$ cat src/rtl/strobe_generator.sv
// Active-low strobe driver: one LOW_CYCLES-wide low pulse plus GAP_CYCLES high guard per request.
// Define STROBE_PENDING_EN to add a one-entry pending buffer for back-to-back strobes.
module strobe_generator #(
  parameter int LOW_CYCLES = 4,
  parameter int GAP_CYCLES = 2,
  parameter int CNT_W      = 8
) (
  input  logic clk,
  input  logic rst,
  input  logic req,
  output logic signal_out,
  output logic busy,
  output logic done,
  output logic overrun
);

  typedef enum logic [1:0] {IDLE, LOW, GAP} state_t;

  localparam logic [CNT_W-1:0] LOW_LD = CNT_W'(LOW_CYCLES - 1);
  localparam logic [CNT_W-1:0] GAP_LD = CNT_W'(GAP_CYCLES - 1);

  state_t           state_q, state_d;
  logic [CNT_W-1:0] cnt_q, cnt_d;
  logic             signal_out_q, signal_out_d;
  logic             busy_q, busy_d;
  logic             done_q, done_d;
  logic             overrun_q, overrun_d;
  logic             req_busy;
  logic             start_next;

`ifdef STROBE_PENDING_EN
  logic pend_q, pend_d;
`endif

  assign req_busy = req & busy_q;

  always_comb begin
    state_d    = state_q;
    cnt_d      = cnt_q;
    done_d     = 1'b0;
    overrun_d  = 1'b0;
    start_next = 1'b0;
`ifdef STROBE_PENDING_EN
    pend_d = pend_q;
    if (req_busy) begin
      if (pend_q) overrun_d = 1'b1;
      else        pend_d    = 1'b1;
    end
    // A request landing on the final gap cycle goes straight into the next strobe.
    start_next = pend_d;
`else
    if (req_busy) overrun_d = 1'b1;
`endif
    case (state_q)
      IDLE: begin
        if (req) begin
          state_d = LOW;
          cnt_d   = LOW_LD;
        end
      end
      LOW: begin
        if (cnt_q == '0) begin
          state_d = GAP;
          cnt_d   = GAP_LD;
          done_d  = 1'b1;
        end else begin
          cnt_d = cnt_q - 1'b1;
        end
      end
      GAP: begin
        if (cnt_q == '0) begin
          if (start_next) begin
            state_d = LOW;
            cnt_d   = LOW_LD;
`ifdef STROBE_PENDING_EN
            pend_d  = 1'b0;
`endif
          end else begin
            state_d = IDLE;
          end
        end else begin
          cnt_d = cnt_q - 1'b1;
        end
      end
      default: state_d = IDLE;
    endcase
    // Outputs are registered from the next state so they align with the state register.
    signal_out_d = (state_d != LOW);
    busy_d       = (state_d != IDLE);
  end

  always_ff @(posedge clk or posedge rst) begin
    if (rst) begin
      state_q      <= IDLE;
      cnt_q        <= '0;
      signal_out_q <= 1'b1;
      busy_q       <= 1'b0;
      done_q       <= 1'b0;
      overrun_q    <= 1'b0;
`ifdef STROBE_PENDING_EN
      pend_q       <= 1'b0;
`endif
    end else begin
      state_q      <= state_d;
      cnt_q        <= cnt_d;
      signal_out_q <= signal_out_d;
      busy_q       <= busy_d;
      done_q       <= done_d;
      overrun_q    <= overrun_d;
`ifdef STROBE_PENDING_EN
      pend_q       <= pend_d;
`endif
    end
  end

  assign signal_out = signal_out_q;
  assign busy       = busy_q;
  assign done       = done_q;
  assign overrun    = overrun_q;

endmodule

$ cat config.mk
export PLATFORM = sky130hd
export DESIGN_NAME = strobe_generator
export DESIGN_NICKNAME = d
export VERILOG_FILES = /design/src/rtl/strobe_generator.sv
export SDC_FILE = /design/constraint.sdc
export NUM_CORES = 1
export LEC_CHECK = 0
export CORE_ASPECT_RATIO = 1.5
export CORE_MARGIN = 2
export CORE_UTILIZATION = 40
export CTS_CLUSTER_SIZE = 20
export DETAILED_ROUTE_END_ITERATION = 12
export PLACE_DENSITY = 0.59
export SLEW_MARGIN = 0
export SYNTH_ARGS = -nofsm -noshare
export SYNTH_HDL_FRONTEND = slang
export SYNTH_SLANG_ARGS = --single-unit
$ cat constraint.sdc
create_clock -name clk -period 1.8 [get_ports clk]
set_input_delay 0.36 -clock clk [delete_from_list [all_inputs] [get_ports clk]]
set_output_delay 0.36 -clock clk [all_outputs]
set_load 0.02 [all_outputs]
==> impl_metrics.py <==
metrics = {
    "power": {
        "intPower_w": 0.00114,
        "power.density_mw_per_mm2": 1780,
        "switching_share_pct": 42.4,
        "comb_power_share_pct": 62.5,
        "pwr-share-clk_pct": 11.5,
        "finalPower_w": 0.00197,
        "p_sw_w": 0.000837,
        "irDropWorstVdd_v": 0.000929,
        "p_seq_share_pct": 26.0,
        "power_leakage_nw": 0.508,
    },
    "timing": {
        "finalCriticalPeriod_ps": 1730,
        "max_freq_ghz": 0.578,
        "fin_crit_sh_pct": 96.1,
        "setup_viol": 0,
        "slew_headroom_pct": 64.3,
        "maxSlewViolCount": 0,
        "worst_slew_pin_slew_ps": 535,
        "rsz0062_at_grt": "no",
        "final.setup.tns_ps": 0,
        "setup_slack_ps": 70.8,
        "fin_skew_ps": 3.74,
        "final_hold_viol_count": 0,
    },
    "logic_synthesis": {
        "yosys.cell_types.count": 35,
        "synth_top_area_cell": "dfrtp_1",
        "synth_edf_count": 0,
        "yosysWarnings": 0,
        "synth-seq-area-share_pct": 41.2,
        "synth_flop_cell": "dfrtp_1",
        "netlist_area_sq_um": 853,
        "syn-num-nets": 98,
        "ys_async_sr_fraction_pct": 100,
        "syn_area_per_cell_sq_um": 9.59,
        "syn_inst": 89,
        "ys_ff_latch": 14,
        "synth.area.top_cells": "dfrtp_1 38%, ha_1 8.8%, o21ai_0 5.3%",
        "synth_top_area_share_pct": 38.1,
    },
    "die": {
        "die_w_um": 41.7,
        "start_util_pct": 42.1,
        "die_y_um": 60.6,
        "fp.dieArea_sq_mm": 0.00253,
        "ios": 7,
        "placementRows": 20,
        "coreArea_sq_mm": 0.00203,
    },
    "cells_and_area": {
        "multi_input_area_sq_um": 468,
        "utilization_pct": 54.7,
        "seq_area_sq_um": 353,
        "layout-drive-gt1-share_pct": 26.3,
        "area_growth_pct": 29.9,
        "fillers": 190,
        "nets": 124,
        "antennaDiodeCount": 0,
        "layout.cells.non_filler": 136,
    },
    "global_route": {
        "grt_pass1_vias": 763,
        "overflow": 0,
        "grt_max_degree": 15,
        "antenna_found_initial": 0,
        "grt_pass1_wl_um": 3420,
        "grt_usage_pct": 17.7,
    },
    "placement": {
        "io_buffers": 6,
        "dp_cells": 129,
        "globalplace.congestion": 0.748,
        "post-dp-hpwl_um": 1450,
        "post-place-ws_ps": 6.91,
    },
    "detailed_routing": {
        "firstDrtPassIters": 4,
        "final_antenna_net_count": 0,
        "post_drt_via_cell_ratio": 5.60,
        "num_vias": 762,
        "first_iter_violations": 12,
        "routedWlPerCell_um": 14.1,
        "routed_wl_um": 1910,
        "drc": 0,
    },
    "cts": {
        "clkSlewWorstSetupHoldPaths_ps": 90,
        "cts_buffers": 3,
        "clk_latency_ps": 280,
        "cts_tree": "yes",
        "numClockSinks": 14,
        "cts_hold_buf": 0,
        "h-tree-depth": 1,
        "ctsRootBufferMaster": "clkbuf_4",
        "cts_buffer_depth": 2,
    },
    "outcome": {
        "outcome": "completed",
    },
    "run": {
        "drv_cap": 0,
    },
    "setup_path": {
        "worstPathRequired_ps": 1970,
        "endpoint_kind": "flip-flop",
        "path_class": "reg -> reg",
        "cp_max_fo": 3,
        "crit_path_start_kind": "flip-flop",
        "crit_arrival_ps": 1900,
    },
    "hold_path": {
        "min_path_type": "in -> async",
    },
}
==> area by class of cell <==
cell class | instances | area share, %
Timing Repair Buffer | 23 | 17.2
Clock buffer | 4 | 3.27
Multi-Input combinational cell | 64 | 42.2
Tap cell | 22 | 2.48
Inverter | 9 | 3.05
Sequential cell | 14 | 31.8
==> worst max-delay path: stages (launching register included) <==
cell and delay, ps:
dfrtp_1 420, or4_4 560, or4_1 420, a31oi_1 140, mux2i_1 90
==> worst paths after layout <==
check                      depth (start not counted)  startpoint        to  slack, ps
hold / removal                                     2         rst      busy        410
min in group clk                                   1        busy   overrun        500
setup / recovery                                   4    cnt_q[1]  cnt_q[7]         70
hold reg to reg                                    1        busy   overrun        500
setup reg to reg                                   4    cnt_q[1]  cnt_q[7]         70
max in group asynchronous                          2         rst  cnt_q[3]       1000
==> placed cells by master (no fill, tap or decap), types with 2 or more instances in the layout <==
master,instances
ha_1,5
clkdlybuf4s50_1,5
mux2i_1,2
nand2b_1,2
a31oi_1,3
a211oi_1,3
nand3_1,5
inv_1,9
nor3_1,4
buf_4,17
dfrtp_1,12
a21oi_1,2
o21ai_0,8
nor2_1,4
nand2_1,4
clkbuf_4,3
and2_1,2
==> synth_stat cells, types with 2 or more instances <==
cell type	instances
nor2_1	4
a211oi_1	3
nand2_1	4
nand3_1	5
a21oi_1	2
dfrtp_1	13
a31oi_1	3
nor3_1	4
and2_1	2
inv_1	9
o21ai_0	9
nand2b_1	2
mux2i_1	2
ha_1	6
==> stage by stage <==
stage          area (sq um)  hold WS (ps)
2_1_floorplan           853           249
3_3_place_gp           1040           463
3_5_place_dp           1040           488
4_1_cts                1080           449
5_1_grt                1110           499
6_report               1110           414
==> kinds of logic after synthesis <==
family | after synthesis | share of synthesized area, %
fa+ha+maj | 6 | 8.80
mux | 2 | 2.35
flops | 14 | 41.2
compound gates | 24 | 18.9
buf+inv | 11 | 4.98
simple gates | 32 | 23.8
==> power groups by stage <==
stage	clock, W	sequential (W)	combinational (W)
6_report	0.000227	0.000513	0.00123
5_1_grt	0.000244	0.000530	0.00138
4_1_cts	0.000234	0.000515	0.00117
3_5_place_dp	0	0.000528	0.00114
3_3_place_gp	0	0.000522	0.00113
2_1_floorplan	0	0.000556	0.000683
==> what timing repair did <==
action,CTS,global route
endpoints found under the setup margin,2,5
buffers inserted,1,2
resized for setup,1,5
pin swaps,0,3
==> routing by layer <==
| layer | global-route usage [%] | wire length, um | share of wire [%] | vias to the layer above |
|---|---|---|---|---|
| li1 | - | - | - | 377 |
| met1 | 20.5 | 819 | 43 | 372 |
| met2 | 33.5 | 1030 | 54 | 11 |
| met3 | 1.79 | 45 | 2.4 | 2 |
| met4 | 6.91 | 19 | 0.99 | 0 |
| met5 | 0 | 0 | 0 | - |
==> sequential cells by signal, indices dropped and copies added (netlist names) <==
name / cells
done: 1
signal_out: 1
state_q: 2
overrun: 1
cnt_q: 8
busy: 1
Note: power is estimated with default switching activity, not from simulation.
